--- config.mk ---
export PLATFORM = sky130hd
export DESIGN_NAME = spi_adc_responder_flat
export DESIGN_NICKNAME = d
export VERILOG_FILES = /design/src/rtl/spi_adc_responder_if.sv /design/src/rtl/spi_adc_responder.sv /design/src/flat_wrapper.sv
export SDC_FILE = /design/constraint.sdc
export NUM_CORES = 1
export LEC_CHECK = 0
export ABC_AREA = 0
export ABC_CLOCK_PERIOD_IN_PS = 2600
export BUFFER_PORTS_ARGS = -buffer_cell sky130_fd_sc_hd__clkbuf_2
export CORE_MARGIN = 5
export CORE_UTILIZATION = 57
export CTS_CLUSTER_DIAMETER = 120
export CTS_CLUSTER_SIZE = 28
export DETAILED_ROUTE_END_ITERATION = 6
export HOLD_SLACK_MARGIN = 0.06
export PLACE_DENSITY_LB_ADDON = 0.1
export SLEW_MARGIN = 20
export SYNTH_ARGS = -nofsm -noshare
export SYNTH_HDL_FRONTEND = slang
export SYNTH_SLANG_ARGS = --single-unit
--- constraint.sdc ---
create_clock -name CLK50MHZ -period 2.6 [get_ports CLK50MHZ]
set_clock_uncertainty 0.15 [all_clocks]
set_input_delay 0.13 -clock CLK50MHZ [delete_from_list [all_inputs] [get_ports CLK50MHZ]]
set_output_delay 0.13 -clock CLK50MHZ [all_outputs]
set_load 0.02 [all_outputs]
--- src/rtl/spi_adc_responder_if.sv ---
// spi_adc_responder_if: SPI pins plus parallel reply/receive bus.
// slave = responder side, master = initiator/system side.
interface spi_adc_responder_if #(
   parameter int WIDTH = 32
);
   logic             spi_sck;
   logic             spi_cs;
   logic             spi_mosi;
   logic             spi_miso;
   logic [WIDTH-1:0] tx_data;
   logic [WIDTH-1:0] rx_data;
   logic             rx_valid;
   logic             frame_err;
   logic             busy;

   modport master (
      output spi_sck, spi_cs, spi_mosi, tx_data,
      input  spi_miso, rx_data, rx_valid, frame_err, busy
   );

   modport slave (
      input  spi_sck, spi_cs, spi_mosi, tx_data,
      output spi_miso, rx_data, rx_valid, frame_err, busy
   );
endinterface

--- src/rtl/spi_adc_responder.sv ---
// spi_adc_responder: oversampled SPI mode-0 responder, one WIDTH-bit
// frame per cs window, MSB first, reply word shifted out on miso.
// Ports: CLK50MHZ, RST (async active-low), bus (slave modport:
//   spi_sck/cs/mosi in, spi_miso out, tx_data in, rx_data/rx_valid/
//   frame_err/busy out).
// Option: define SPI_ADC_RESPONDER_FRAME_CHECK_EN to reject frames
//   whose bit count is not exactly WIDTH (pulses frame_err instead).
module spi_adc_responder #(
   parameter int WIDTH = 32
) (
   input  logic CLK50MHZ,
   input  logic RST,
   spi_adc_responder_if.slave bus
);
   localparam int CW = $clog2(WIDTH + 2);
   localparam logic [CW-1:0] CNT_W   = CW'(WIDTH);
   localparam logic [CW-1:0] CNT_MAX = CW'(WIDTH + 1);

   localparam logic [1:0] S_RESYNC = 2'd0;
   localparam logic [1:0] S_IDLE   = 2'd1;
   localparam logic [1:0] S_ACTIVE = 2'd2;

   logic sck_s1_q, sck_s2_q, sck_h_q;
   logic cs_s1_q, cs_s2_q, cs_h_q;
   logic mosi_s1_q, mosi_s2_q, mosi_h_q;
   logic sck_rise_q, sck_fall_q, cs_rise_q, cs_fall_q;

   logic [1:0]       state_q, state_d;
   logic [CW-1:0]    cnt_q, cnt_d;
   logic [WIDTH-1:0] txsr_q, txsr_d;
   logic [WIDTH-1:0] rxsr_q, rxsr_d;
   logic [WIDTH-1:0] rxd_q, rxd_d;
   logic             miso_q, miso_d;
   logic             vld_q, vld_d;
   logic             err_q, err_d;

   // Edge flags are registered, so they line up with mosi_h_q:
   // both reflect the same synchronized sample.
   always_ff @(posedge CLK50MHZ or negedge RST) begin
      if (!RST) begin
         sck_s1_q   <= 1'b0;
         sck_s2_q   <= 1'b0;
         sck_h_q    <= 1'b0;
         cs_s1_q    <= 1'b0;
         cs_s2_q    <= 1'b0;
         cs_h_q     <= 1'b0;
         mosi_s1_q  <= 1'b0;
         mosi_s2_q  <= 1'b0;
         mosi_h_q   <= 1'b0;
         sck_rise_q <= 1'b0;
         sck_fall_q <= 1'b0;
         cs_rise_q  <= 1'b0;
         cs_fall_q  <= 1'b0;
      end else begin
         sck_s1_q   <= bus.spi_sck;
         sck_s2_q   <= sck_s1_q;
         sck_h_q    <= sck_s2_q;
         cs_s1_q    <= bus.spi_cs;
         cs_s2_q    <= cs_s1_q;
         cs_h_q     <= cs_s2_q;
         mosi_s1_q  <= bus.spi_mosi;
         mosi_s2_q  <= mosi_s1_q;
         mosi_h_q   <= mosi_s2_q;
         sck_rise_q <= sck_s2_q & ~sck_h_q;
         sck_fall_q <= ~sck_s2_q & sck_h_q;
         cs_rise_q  <= cs_s2_q & ~cs_h_q;
         cs_fall_q  <= ~cs_s2_q & cs_h_q;
      end
   end

   always_comb begin
      state_d = state_q;
      cnt_d   = cnt_q;
      txsr_d  = txsr_q;
      rxsr_d  = rxsr_q;
      rxd_d   = rxd_q;
      miso_d  = miso_q;
      vld_d   = 1'b0;
      err_d   = 1'b0;
      case (state_q)
         // cs syncs reset to "asserted": wait until cs is truly high
         // so a frame cut by reset is never picked up half way.
         S_RESYNC: begin
            if (cs_h_q) state_d = S_IDLE;
         end
         S_IDLE: begin
            if (cs_fall_q) begin
               state_d = S_ACTIVE;
               txsr_d  = bus.tx_data;
               miso_d  = bus.tx_data[WIDTH-1];
               cnt_d   = '0;
               rxsr_d  = '0;
            end
         end
         S_ACTIVE: begin
            if (cs_rise_q) begin
               state_d = S_IDLE;
`ifdef SPI_ADC_RESPONDER_FRAME_CHECK_EN
               if (cnt_q == CNT_W) begin
                  rxd_d = rxsr_q;
                  vld_d = 1'b1;
               end else begin
                  err_d = 1'b1;
               end
`else
               if (cnt_q != '0) begin
                  rxd_d = rxsr_q;
                  vld_d = 1'b1;
               end
`endif
            end else if (sck_rise_q) begin
               rxsr_d = {rxsr_q[WIDTH-2:0], mosi_h_q};
               if (cnt_q != CNT_MAX) cnt_d = cnt_q + 1'b1;
            end else if (sck_fall_q) begin
               if (cnt_q < CNT_W) begin
                  miso_d = txsr_q[WIDTH-2];
                  txsr_d = {txsr_q[WIDTH-2:0], 1'b0};
               end else begin
                  miso_d = 1'b0;
               end
            end
         end
         default: state_d = S_RESYNC;
      endcase
   end

   always_ff @(posedge CLK50MHZ or negedge RST) begin
      if (!RST) begin
         state_q <= S_RESYNC;
         cnt_q   <= '0;
         txsr_q  <= '0;
         rxsr_q  <= '0;
         rxd_q   <= '0;
         miso_q  <= 1'b0;
         vld_q   <= 1'b0;
         err_q   <= 1'b0;
      end else begin
         state_q <= state_d;
         cnt_q   <= cnt_d;
         txsr_q  <= txsr_d;
         rxsr_q  <= rxsr_d;
         rxd_q   <= rxd_d;
         miso_q  <= miso_d;
         vld_q   <= vld_d;
         err_q   <= err_d;
      end
   end

   assign bus.spi_miso  = miso_q;
   assign bus.rx_data   = rxd_q;
   assign bus.rx_valid  = vld_q;
   assign bus.frame_err = err_q;
   assign bus.busy      = (state_q == S_ACTIVE);
endmodule

--- src/flat_wrapper.sv ---
// flat-port wrapper written by rule: the top's interface ports become plain ports
module spi_adc_responder_flat 
#(
   parameter int WIDTH = 32
)
  (CLK50MHZ, RST, bus_spi_sck, bus_spi_cs, bus_spi_mosi, bus_tx_data, bus_spi_miso, bus_rx_data, bus_rx_valid, bus_frame_err, bus_busy);
  spi_adc_responder_if #(.WIDTH(WIDTH)) bus_i ();
  input  logic CLK50MHZ;
  input  logic RST;
  input wire logic [$bits(bus_i.spi_sck)-1:0] bus_spi_sck;
  input wire logic [$bits(bus_i.spi_cs)-1:0] bus_spi_cs;
  input wire logic [$bits(bus_i.spi_mosi)-1:0] bus_spi_mosi;
  input wire logic [$bits(bus_i.tx_data)-1:0] bus_tx_data;
  output wire logic [$bits(bus_i.spi_miso)-1:0] bus_spi_miso;
  output wire logic [$bits(bus_i.rx_data)-1:0] bus_rx_data;
  output wire logic [$bits(bus_i.rx_valid)-1:0] bus_rx_valid;
  output wire logic [$bits(bus_i.frame_err)-1:0] bus_frame_err;
  output wire logic [$bits(bus_i.busy)-1:0] bus_busy;
  assign bus_i.spi_sck = bus_spi_sck;
  assign bus_i.spi_cs = bus_spi_cs;
  assign bus_i.spi_mosi = bus_spi_mosi;
  assign bus_i.tx_data = bus_tx_data;
  assign bus_spi_miso = bus_i.spi_miso;
  assign bus_rx_data = bus_i.rx_data;
  assign bus_rx_valid = bus_i.rx_valid;
  assign bus_frame_err = bus_i.frame_err;
  assign bus_busy = bus_i.busy;
  spi_adc_responder #(.WIDTH(WIDTH)) u_core (.CLK50MHZ(CLK50MHZ), .RST(RST), .bus(bus_i));
endmodule
# ---- After elaboration in Yosys (flattened, before gate mapping)
# Cells that the tools add are included.
dict set report word_totals {
  ff_bits 118
  latchBits 0
  ram_bits 0
  mem_bits_ro 0
  in_bits 37
  output_inout_bits 36
  elab_cells 79
  memories 0
}
dict set report op_classes {
  n_addsub 1
  multipliers 0
  div_mod_pow 0
  magnitude_cmp 1
  n_eq_ne 12
  shift 0
  n_mux 28
  n_bitwise 8
  reduce_logical 9
}
# operator count
set op_table {}
lappend op_table {{31-bit two-way mux} 5}
lappend op_table {{32-bit two-way mux} 3}
lappend op_table {{32-bit case mux with 2 select lines} 1}
lappend op_table {{31-bit case mux with 2 select lines} 1}
lappend op_table {{6-bit two-way mux} 4}
lappend op_table {{2-bit by 1-bit inequality test with 1-bit output, second input constant} 7}
lappend op_table {{6-bit case mux with 2 select lines} 1}
lappend op_table {{5-bit AND reduction} 2}
lappend op_table {{1-bit two-way mux} 8}
lappend op_table {{6-bit by 1-bit adder with 6-bit output, second input constant} 1}
lappend op_table {{6-bit < comparator, second input constant} 1}
lappend op_table {{2-bit two-way mux} 3}
lappend op_table {{6-bit inequality test, second input constant} 1}
lappend op_table {{2-bit case mux with 3 select lines} 1}
lappend op_table {{3-bit AND reduction} 2}
lappend op_table {{6-bit AND reduction} 1}
lappend op_table {{6-bit nonzero test} 1}
lappend op_table {{1-bit bitwise AND} 4}
lappend op_table {{2-bit inequality test, second input constant} 2}
lappend op_table {{1-bit NOT} 4}
lappend op_table {{4-bit AND reduction} 1}
lappend op_table {{2-bit by 1-bit equality test with 1-bit output, second input constant} 1}
lappend op_table {{2-bit equality test, second input constant} 1}
lappend op_table {{2-bit zero test} 1}
lappend op_table {{2 further kinds} 2}

# ---- Depth between registers and ports, before layout
# Gate-level depths: netlist (run 1).
dict set report depth {
  word_depth 6
  depth_mapped 7
  depth_no_buf 6
}

# ---- Least setup slack after synthesis (run 1)
# Ideal clock, no wire load.
dict set report synth_path {
  path_type {register to register}
  startpoint {register u_core.state_q[0]}
  endpoint {register u_core.rxd_q[0] (netlist: u_core.bus.rx_data[0])}
  setup_time_ps 125
  t_arrival_ps 1958
  required_time_ps 2325
  setup_slack_ps 367
  path_stages_with_launch 8
  path_buffers 2
  cell_sequence {dfrtp_1 > inv_1 > ha_1 > buf_2 > nand2_1 > a31oi_2 > buf_2 > mux2_2}
}
dict set report synth_between {
  elab_chain_len 2
}
# element line
set synth_lines {}
lappend synth_lines {{start: declaration} spi_adc_responder.sv:28} ;# logic [1:0] state_q, state_d;
lappend synth_lines {{start signal: assignment} spi_adc_responder.sv:138} ;# state_q <= state_d;
lappend synth_lines {{2-bit equality test} -}
lappend synth_lines {{net bus_busy} flat_wrapper.sv:18} ;# output wire logic [$bits(bus_i.busy)-1:0] bus_busy;
lappend synth_lines {{3-bit AND reduction (no source line)} -}
lappend synth_lines {{end signal: assignment} spi_adc_responder.sv:142} ;# rxd_q <= rxd_d;
lappend synth_lines {{end: declaration} spi_adc_responder.sv:32} ;# logic [WIDTH-1:0] rxd_q, rxd_d;
# The timed path passes the listed nets, and every way through them passes these cells.
# A chain may end at the register's enable or synchronous reset.

# ---- Worst setup path after layout (run 1)
dict set report layout_path {
  startpoint {register u_core.state_q[0]}
  endpoint {register u_core.cnt_q[5]}
}
dict set report layout_between {
  elab_chain_len 3
  word_cells_on_any_way 9
  classes_between {6 x eq/ne; 1 x mux; 2 x reduce/logical}
}
# element line
set layout_lines {}
lappend layout_lines {{2-bit equality test / 2-bit by 1-bit equality test with 1-bit output (equally long branches)} spi_adc_responder.sv:80} ;# case (state_q)
lappend layout_lines {{2-bit by 1-bit inequality test with 1-bit output (no source line), or another cell as far along} -}
lappend layout_lines {{5-bit AND reduction (no source line)} -}
lappend layout_lines {{end signal: assignment} spi_adc_responder.sv:139} ;# cnt_q <= cnt_d;
lappend layout_lines {{end: declaration} spi_adc_responder.sv:29} ;# logic [CW-1:0] cnt_q, cnt_d;
# Several ways; a longest one is shown, not always the timed one.

==> summary.txt, run 1 <==
Yosys
  • Yosys top cell by area: dfrtp_1
  • Post-synthesis average cell area: around 12 sq um
  • Syn Nets: ~470
  • Synth Cell Area: 5010 sq um
  • Top cell type's share of synthesized area: 0.589
  • Yosys Warn Count: 0
  • Synth top area cells: dfrtp_1 (59%), mux2_2 (7.9%), mux2i_1 (6.2%)
  • Sequential fraction of the synthesis area: 0.589
  • Seq cells post-synth: 118
  • Post-Syn Instances: 429
  • Yosys cell types: 39

Global routing
  • Initial antenna violation count: 0
  • Grt ovf: 0
  • Largest net degree at the start of global routing: 62
  • GRT Overall Usage: 0.198
  • Vias in the first global route: ~3,500
  • Global-route wire length before repair: 17,500 um

Outcome
  • Status: completed

Final layout
  • Final-layout fill cell count: ~560
  • Sequential Area: 2950 sq um
  • Fraction of layout cells with a size suffix above 1: 0.329
  • Final #Nets: 585
  • Syn-to-layout area delta: 30.0%
  • Multi-input logic area: 1920 sq um
  • Core Util, Final: 0.754
  • Number of diodes: 0

STA
  • Clock period minus worst slack: about 2.4 ns
  • Fin Setup TNS: 0 ns
  • Maximum clock rate: 0.425 GHz
  • Final period util: 0.906
  • Final Hold Fails: 0
  • RSZ-0062 raised after global routing: false
  • Setup-failing EPs final: 0
  • Max_slew headroom: 0.611
  • Final Max Slew Viols: 0
  • Worst Max-Slew Pin Slew: 0.582 ns

Clocking
  • Post-cts sizing count: 0
  • CTS clk-pin slew, worst paths: 0.06 ns
  • Later-pin clock latency in the skew report: 0.50 ns
  • CTS HTree Levels: 4
  • CTS Buf Count: 17
  • CTS sink count: 118
  • Max clock buf depth: 2
  • CTS Root Cell: clkbuf_8
  • CTS tree: done

Setup path
  • WP data arrival: 2.59 ns
  • Cell family with most CP delay: compound AO/OA/AOI/OAI gates
  • Critical Path, Cell by Cell: inv_1, ha_4, inv_1, o211ai_1, or2_2, a221o_1
  • Buf/Inv on CP: 2
  • Top cell by count, worst path: inv_1
  • R2R Setup Slk: 0.24 ns
  • Slowest stage delay, CP: 0.43 ns
  • Critical path depth: 6
  • Worst-case reg-to-reg path depth: 6
  • Critical path endpoint category: flip-flop
  • Required @ worst endpoint: 2.83 ns
  • Crit-path max FO: 29
  • Critical path class: flip-flop to flip-flop
  • Crit path launch type: flip-flop
  • Slowest cell on the critical path: or2_2
  • Beginning of the critical path: u_core.state_q[0]
  • Critical R2R Launch: u_core.state_q[0]
  • Reg2reg end: u_core.cnt_q[5]
  • Worst setup path endpoint: u_core.cnt_q[5]

Job
  • Max Cap Viol: 0

Power and ir drop
  • Sw Share: 0.315
  • Leak: 2.98 nW
  • Net Switching: between 1.5 and 2 mW
  • P_int: 4.35 mW
  • Clock power frac: 0.381
  • Worst VDD drop: 607 uV
  • Gate power share: 0.257
  • Power per cell area: 973 nW/um^2
  • Seq pwr share: 0.362

Route
  • Routed len/inst: 15.1 um
  • Drt via density: 5.20
  • Total Wirelength: approximately 10000 um
  • 1st-pass router iterations: 4
  • Routed Antenna Nets: 0
  • Routed vias: 3,441
  • Initial DRC count: 123
  • DRC: 0

Die
  • Io pins: 73
  • Initial Util: 0.580
  • Die width: 104 um
  • Full die area: between 10,000 and 15,000 sq um
  • Core ar.: approximately 8600 sq um
  • Die height: 104 um
  • # rows: 34

Placed design
  • IO Port Bufs: 71
  • GPL Wtd Cong: 0.742
  • Dpl hpwl: approximately 6000 um

Worst hold path
  • Min-delay worst type: primary input to flip-flop
-- worst min path at each step --
stage                       startpoint                     to  slack, ns  cells after the start
final                     bus_spi_mosi       u_core.mosi_s1_q       0.13                      2
after global routing      bus_spi_mosi       u_core.mosi_s1_q       0.13                      2
after CTS                 bus_spi_mosi       u_core.mosi_s1_q       0.11                      2
after detailed placement           RST       u_core.txsr_q[7]      -0.01                      1
after global placement             RST       u_core.txsr_q[7]      -0.02                      1
after floorplan                    RST  u_core.bus.rx_data[0]      -0.32                      0
-- repair_timing --
item,4_1_cts,5_1_grt
hold buffers,38,0
setup buffers,0,0
hold endpoints to repair,153,0
-- cell type report --
| cell class | instances | share of cell area |
|---|---|---|
| flip-flops and latches | 118 | 0.453 |
| repair buffers | 117 | 0.132 |
| inverters | 8 | 0.00461 |
| multi-input cells | 279 | 0.295 |
| clock inverters | 14 | 0.0307 |
| well taps | 108 | 0.0207 |
| clock buffers | 18 | 0.0641 |
-- metrics by stage --
| step | instances | instance area (sq um) | worst slack [ns] | power (mW) | hold slack (ns) |
|---|---|---|---|---|---|
| 6_report | 662 | 6520 | 0.244 | 6.34 | 0.131 |
| 4_1_cts | 662 | 6520 | 0.257 | 6.39 | 0.109 |
| 3_5_place_dp | 592 | 5510 | 0.269 | 3.89 | -0.0124 |
| 5_1_grt | 662 | 6520 | 0.0527 | 6.69 | 0.131 |
| 2_1_floorplan | 429 | 5010 | 0.367 | 3.55 | -0.316 |
| 3_3_place_gp | 592 | 5510 | 0.330 | 3.84 | -0.0157 |
-- logic make-up (layout without fill, tap and decap cells) --
| logic type | after synthesis | after routing | synth area share |
|---|---|---|---|
| simple gates | 125 | 125 | 0.105 |
| mux | 66 | 66 | 0.141 |
| flops | 118 | 118 | 0.589 |
| compound gates | 80 | 80 | 0.113 |
| fa+ha+maj | 7 | 7 | 0.0175 |
| other cells | 1 | 1 | 0.000748 |
| buf+inv | 32 | 157 | 0.0342 |
-- layout by cell type (no fill, tap or decap), drive strengths merged --
master	n
a211o	1
a21boi	1
a21o	1
a21oi	31
a221o	1
a22o	1
a31oi	1
and2	1
and3	2
buf	10
bufinv	4
clkbuf	88
clkinv	5
clkinvlp	3
conb	1
dfrtp	118
dlygate4sd3	37
ha	7
inv	10
mux2	35
mux2i	31
nand2	72
nand2b	1
nand3	4
nand3b	1
nor2	31
nor2b	5
nor3	3
nor3b	1
nor4	1
o211ai	3
o21ai	37
o21bai	1
o221a	1
o41ai	1
or2	1
or4	1
or4b	1
-- Yosys cell counts --
cell type and n:
or4b_4 1, buf_4 2, o211ai_1 3, nor2b_1 5, nor4_1 1, a211o_1 1, dfrtp_1 118, ha_1 7
nor3_1 3, inv_1 8, o21bai_1 1, and3_1 2, nand2b_1 1, o41ai_1 1, nand2_1 72, o21ai_0 36
nor2_1 31, conb_1 1, a31oi_2 1, buf_2 5, a21oi_2 29, mux2_2 35, o221a_2 1, nand3_1 4
a21oi_1 2, or4_1 1, clkbuf_1 11, nor3b_1 1, a21o_1 1, buf_6 5, a22o_1 1, or2_2 1
a21boi_4 1, a221o_1 1, nand3b_1 1, mux2i_1 31, buf_1 1, and2_1 1, o21ai_1 1
-- state kept, by name (all words and copies together) (netlist names), 2 cells and up --
signal and cells:
u_core.bus.rx_data 32, u_core.cnt_q 6, u_core.rxsr_q 32, u_core.state_q 2, u_core.txsr_q 31
-- per-layer routing --
layer,part of all wire,vias up,wire length (um),GRT usage
li1,-,1687,-,-
met1,0.46,1672,4570,0.271
met2,0.49,78,4890,0.310
met3,0.048,4,483,0.0597
met4,0.0046,0,46,0.0555
met5,0,-,0,0
-- power by group through the flow --
stage | registers [mW] | logic (mW) | clock network [mW]
after floorplan | 2.28 | 1.26 | 0
after global placement | 2.31 | 1.53 | 0
after detailed placement | 2.32 | 1.57 | 0
after CTS | 2.30 | 1.64 | 2.46
after global routing | 2.33 | 1.81 | 2.55
final | 2.30 | 1.63 | 2.42
Power figures use the tool's default switching activity.
==> run 2: changes to the inputs <==
- ABC_CLOCK_PERIOD_IN_PS: 2600 -> 2390
- clock period: 2.6 -> 2.39 ns (I/O delays scaled with it)
==> summary.txt, run 2 (same netlist as run 1, synthesis figures left out) <==
Clocking
  • CTS clk-pin slew, worst paths: 0.06 ns (about the same)
  • Post-cts sizing count: 0 (unchanged)
  • Max clock buf depth: 2 (unchanged)
  • CTS tree: done (unchanged)
  • CTS Root Cell: clkbuf_8 (unchanged)
  • Later-pin clock latency in the skew report: 0.50 ns (about the same)
  • Post-CTS Setup Bufs: 0 (unchanged)
  • CTS Buf Count: 17 (unchanged)
  • CTS HTree Levels: 4 (unchanged)
  • CTS sink count: 118 (unchanged)

Route
  • Drt via density: 5.19 (was 5.20)
  • 1st-pass router iterations: 5 (was 4)
  • Initial DRC count: 163 (was 123)
  • Total Wirelength: 9520 um (was 9980 um)
  • DRC: 0 (unchanged)
  • Routed vias: 3,438 (was 3,441)
  • Routed Antenna Nets: 0 (unchanged)
  • Routed len/inst: 14.4 um (was 15.1 um)

Placed design
  • Worst Setup Slack post-DPL: 0.288 ns (was 0.269 ns)
  • IO Port Bufs: 71 (unchanged)
  • Area post-placement: 5510 sq um (about the same)
  • Placed insts: 593 (was 592)
  • GPL Wtd Cong: 0.769 (was 0.742)
  • Dpl hpwl: 5780 um (was 5980 um)

Global routing
  • GRT Overall Usage: 0.192 (was 0.198)
  • Largest net degree at the start of global routing: 65 (was 62)
  • Global-route wire length before repair: 17,100 um (was 17,500 um)
  • Grt ovf: 0 (unchanged)
  • Vias in the first global route: 3,610 (was 3,499)
  • Initial antenna violation count: 0 (unchanged)

Power and ir drop
  • Clock power frac: 0.345 (was 0.381)
  • Gate power share: 0.273 (was 0.257)
  • Seq pwr share: 0.382 (was 0.362)
  • Sw Share: 0.336 (was 0.315)
  • Leak: 2.93 nW (was 2.98 nW)
  • Power, Total: 6.52 mW (was 6.34 mW)
  • Worst VDD drop: 650 uV (was 607 uV)
  • Power per cell area: 1020 nW/um^2 (was 973 nW/um^2)
  • Net Switching: 2.19 mW (was 2.00 mW)
  • P_int: 4.33 mW (was 4.35 mW)

Die
  • Core ar.: 8640 sq um (unchanged)
  • Die height: 104 um (unchanged)
  • Full die area: 10,800 sq um (unchanged)
  • Initial Util: 0.580 (unchanged)
  • Io pins: 73 (unchanged)
  • # rows: 34 (unchanged)
  • Die width: 104 um (unchanged)

Setup path
  • Beginning of the critical path: u_core.state_q[0] (unchanged)
  • Slowest cell on the critical path: or2_2 (unchanged)
  • Critical path class: flip-flop to flip-flop (unchanged)
  • Crit path launch type: flip-flop (unchanged)
  • Reg2reg end: u_core.cnt_q[5] (unchanged)
  • WP data arrival: 2.37 ns (was 2.59 ns)
  • Worst setup path endpoint: u_core.cnt_q[5] (unchanged)
  • Worst-case reg-to-reg path depth: 6 (unchanged)
  • Critical Path, Cell by Cell: inv_1, ha_4, inv_1, o211ai_1, or2_2, a221o_1 (unchanged)
  • Slowest stage delay, CP: 0.39 ns (was 0.43 ns)
  • Crit-path max FO: 8 (was 29)
  • Critical path endpoint category: flip-flop (unchanged)
  • Top cell by count, worst path: inv_1 (unchanged)
  • Required @ worst endpoint: 2.62 ns (was 2.83 ns)
  • R2R Setup Slk: 0.25 ns (was 0.24 ns)
  • Critical R2R Launch: u_core.state_q[0] (unchanged)

STA
  • Final worst slack: 0.249 ns (was 0.244 ns)
  • Worst Max-Slew Pin Slew: 0.634 ns (was 0.582 ns)
  • Setup-failing EPs final: 0 (unchanged)
  • Clock period minus worst slack: 2.14 ns (was 2.36 ns)
  • Maximum clock rate: 0.467 GHz (was 0.425 GHz)
  • Max_slew headroom: 0.578 (was 0.611)
  • Final period util: 0.896 (was 0.906)
  • Final Hold Fails: 0 (unchanged)
  • Final Max Slew Viols: 0 (unchanged)
  • RSZ-0062 raised after global routing: false (unchanged)
  • Fin Setup TNS: 0 ns (unchanged)
  • Fin Hold WS: 0.124 ns (was 0.131 ns)

Final layout
  • Fraction of layout cells with a size suffix above 1: 0.330 (was 0.329)
  • Commonest non-fill, non-tap cell in the layout: dfrtp_1 (unchanged)
  • Final #Nets: 585 (unchanged)
  • Number of diodes: 0 (unchanged)
  • Core Util, Final: 0.743 (was 0.754)
  • Most frequent cells in the layout: dfrtp_1 (118), nand2_1 (72), clkbuf_2 (70) (unchanged)
  • Syn-to-layout area delta: 28.1% (was 30.0%)
  • Final Instance Area: 6420 sq um (was 6520 sq um)
  • Final instance count without filler cells: 662 (unchanged)

Outcome
  • Status: completed (unchanged)

Job
  • Max Cap Viol: 0 (unchanged)

Worst hold path
  • Min-delay worst type: primary input to flip-flop (unchanged)
## run 2: final cells by class
cell class,instances,area (sq um)
Sequential cell,118,2950
Fill cell,587,2220
Multi-Input combinational cell,279,1920
Timing Repair Buffer,117,846
Clock buffer,17,414
Tap cell,108,135
Clock inverter,15,120
Inverter,8,30.0
## run 2: critical path: cells and delay by family, from the launching register on
kind,cells,cell delay (ns)
AOI/OAI and AO/OA,2,0.56
and+or+nand+nor,1,0.39
DFF,1,0.38
adders and majority gates,1,0.21
buffers and inverters,2,0.33
## run 2: worst min-delay path by stage
stage | from | to | slack, ns | cells past startpoint
floorplan | RST | u_core.bus.rx_data[0] | -0.33 | 0
global placement | RST | u_core.cs_s2_q | 0.03 | 1
detailed placement | RST | u_core.txsr_q[8] | 0.03 | 1
CTS | bus_spi_cs | u_core.cs_s1_q | 0.09 | 2
global route | bus_spi_mosi | u_core.mosi_s1_q | 0.10 | 2
finish | bus_spi_sck | u_core.sck_s1_q | 0.12 | 2
## run 2: power groups by stage
stage	clock network (mW)	registers [mW]	logic, mW
after global placement	0	2.51	1.68
after detailed placement	0	2.52	1.72
after global routing	2.40	2.53	1.98
after CTS	2.30	2.49	1.79
final	2.25	2.49	1.78
after floorplan	0	2.49	1.37
## run 2: repair_timing
action,in CTS,in global routing
endpoints found under the setup margin,0,0
hold endpoints to repair,153,0
hold buffers,37,0
## run 2: routing by layer
metal,up-vias,GRT usage,routed length (um)
li1,1690,-,-
met1,1673,0.261,4310
met2,65,0.297,4700
met3,10,0.0634,405
met4,0,0.0537,95
met5,-,0,0
==> run 3: changes to the inputs <==
- PLACE_DENSITY: default -> 0.84
- PLACE_DENSITY_LB_ADDON: 0.1 -> default
==> summary.txt, run 3 (same netlist as run 1, synthesis figures left out) <==
Outcome
  • Status: completed (unchanged)

Placed design
  • GPL Wtd Cong: 0.784 (was 0.769)
  • Area post-placement: 5510 sq um (unchanged)
  • Worst Setup Slack post-DPL: 0.231 ns (was 0.288 ns)
  • IO Port Bufs: 71 (unchanged)
  • Dpl hpwl: 6330 um (was 5780 um)
  • Placed insts: 593 (unchanged)

Power and ir drop
  • Worst VDD drop: 570 uV (was 650 uV)
  • Leak: 2.96 nW (was 2.93 nW)
  • Power per cell area: 1070 nW/um^2 (was 1020 nW/um^2)

Final layout
  • Number of diodes: 0 (unchanged)
  • Final #Nets: 585 (unchanged)
  • Syn-to-layout area delta: 28.9% (was 28.1%)
  • Commonest non-fill, non-tap cell in the layout: dfrtp_1 (unchanged)
  • Final instance count without filler cells: 662 (unchanged)
  • Fraction of layout cells with a size suffix above 1: 0.327 (was 0.330)
  • Most frequent cells in the layout: dfrtp_1 (118), nand2_1 (72), clkbuf_2 (70) (unchanged)
  • Final-layout fill cell count: 526 (was 587)
  • Final Instance Area: 6460 sq um (was 6420 sq um)

Die
  • # rows: 34 (unchanged)
  • Die width: 104 um (unchanged)
  • Full die area: 10,800 sq um (unchanged)
  • Io pins: 73 (unchanged)
  • Core ar.: 8640 sq um (unchanged)
  • Initial Util: 0.580 (unchanged)
  • Die height: 104 um (unchanged)

Setup path
  • Required @ worst endpoint: 2.66 ns (was 2.62 ns)
  • Critical Path, Cell by Cell: inv_1, ha_4, inv_1, o211ai_1, buf_4, or4_1, o211ai_1 (was inv_1, ha_4, inv_1, o211ai_1, or2_2, a221o_1)
  • Cell family with most CP delay: buffers and inverters (was compound AO/OA/AOI/OAI gates)
  • Slowest stage delay, CP: 0.49 ns (was 0.39 ns)
  • WP data arrival: 2.48 ns (was 2.37 ns)
  • Critical path class: flip-flop to flip-flop (unchanged)
  • Crit-path max FO: 10 (was 8)
  • Buf/Inv on CP: 3 (was 2)
  • Crit path launch type: flip-flop (unchanged)
  • Slowest cell on the critical path: or4_1 (was or2_2)
  • Critical path endpoint category: flip-flop (unchanged)

Global routing
  • Global-route wire length before repair: 19,700 um (was 17,100 um)
  • GRT Overall Usage: 0.226 (was 0.192)
  • Largest net degree at the start of global routing: 62 (was 65)
  • Grt ovf: 0 (unchanged)
  • Initial antenna violation count: 0 (unchanged)
  • Vias in the first global route: 3,940 (was 3,610)

Clocking
  • Later-pin clock latency in the skew report: 0.51 ns (was 0.50 ns)
  • CTS Root Cell: clkbuf_8 (unchanged)
  • CTS Buf Count: 17 (unchanged)
  • CTS clk-pin slew, worst paths: 0.06 ns (about the same)
  • Post-CTS Setup Bufs: 0 (unchanged)
  • CTS sink count: 118 (unchanged)
  • CTS tree: done (unchanged)
  • CTS HTree Levels: 4 (unchanged)
  • Max clock buf depth: 2 (unchanged)

Worst hold path
  • Min-delay worst type: primary input to flip-flop (unchanged)

STA
  • Fin Setup TNS: 0 ns (unchanged)
  • Setup-failing EPs final: 0 (unchanged)
  • Final Max Slew Viols: 0 (unchanged)
  • Worst Max-Slew Pin Slew: 0.614 ns (was 0.634 ns)
  • Final Hold Fails: 0 (unchanged)
  • Final period util: 0.921 (was 0.896)
  • Fin Hold WS: 0.111 ns (was 0.124 ns)
  • Maximum clock rate: 0.454 GHz (was 0.467 GHz)
  • Clock period minus worst slack: 2.20 ns (was 2.14 ns)
  • RSZ-0062 raised after global routing: false (unchanged)
  • Final worst slack: 0.188 ns (was 0.249 ns)
  • Max_slew headroom: 0.590 (was 0.578)

Route
  • Routed len/inst: 17.3 um (was 14.4 um)
  • DRC: 0 (unchanged)
  • Routed Antenna Nets: 0 (unchanged)
  • Initial DRC count: 208 (was 163)
  • Routed vias: 3,637 (was 3,438)
  • 1st-pass router iterations: 5 (unchanged)
  • Drt via density: 5.49 (was 5.19)
  • Total Wirelength: 11,500 um (was 9520 um)

Job
  • Max Cap Viol: 0 (unchanged)
run 3: changes by cell type in the layout (fill, tap and decap cells not counted), sizes merged:
cell / previous run / this run
clkinvlp: 5 / 3
inv: 14 / 10
clkinv: 4 / 5
clkbuf: 87 / 89
bufinv: 0 / 3
run 3: timing repair:
| action | in CTS | in global routing |
|---|---|---|
| hold endpoints to repair | 153 | 0 |
| gates resized for setup | 0 | 0 |
| hold buffers | 37 | 0 |
run 3: routing by layer:
| layer | global-route usage | share of wire | wire (um) |
|---|---|---|---|
| met1 | 0.265 | 0.40 | 4590 |
| met2 | 0.398 | 0.54 | 6160 |
| met3 | 0.0510 | 0.034 | 385 |
| met4 | 0.0934 | 0.030 | 348 |
| met5 | 0 | 0 | 0 |
run 3: worst register-to-register path: cells and delay by family, from the launching register on:
kind            cells  cell delay [ns]
buf+inv             3             0.54
simple gates        1             0.49
flops               1             0.38
compound gates      2             0.34
fa+ha+maj           1             0.21
run 3: final timing paths:
| check | depth (start not counted) | start | slack (ns) | end |
|---|---|---|---|---|
| setup / recovery | 7 | u_core.state_q[0] | 0.19 | u_core.cnt_q[2] |
| hold / removal | 2 | bus_spi_mosi | 0.11 | u_core.mosi_s1_q |
| min in group asynchronous | 3 | RST | 0.56 | u_core.txsr_q[19] |
| max in group asynchronous | 4 | RST | 0.82 | u_core.bus.rx_data[2] |
| setup reg to reg | 7 | u_core.state_q[0] | 0.19 | u_core.cnt_q[2] |
| hold reg to reg | 0 | u_core.cs_s1_q | 0.19 | u_core.cs_s2_q |
run 3: final cells by class:
type                       count  area, sq um  share of cell area
inverter                       8         30.0             0.00465
clock inverter                13          155              0.0240
multi-input combinational    279         1920               0.297
tap                          108          135              0.0209
sequential                   118         2950               0.457
clock buffer                  19          422              0.0653
timing repair buffer         117          846               0.131
run 3: per-stage QoR:
stage           util  power [mW]
6_report       0.748        6.91
5_1_grt        0.748        7.22
4_1_cts        0.748        6.85
3_5_place_dp   0.639        4.27
3_3_place_gp   0.639        4.17
2_1_floorplan      -        3.86
run 3: report_power, final:
| group | internal, mW | leakage, nW | switching [mW] |
|---|---|---|---|
| combinational | 0.731 | 1.17 | 1.15 |
| clock | 1.58 | 0.278 | 0.926 |
| sequential | 2.31 | 1.52 | 0.213 |
| total | 4.62 | 2.96 | 2.29 |
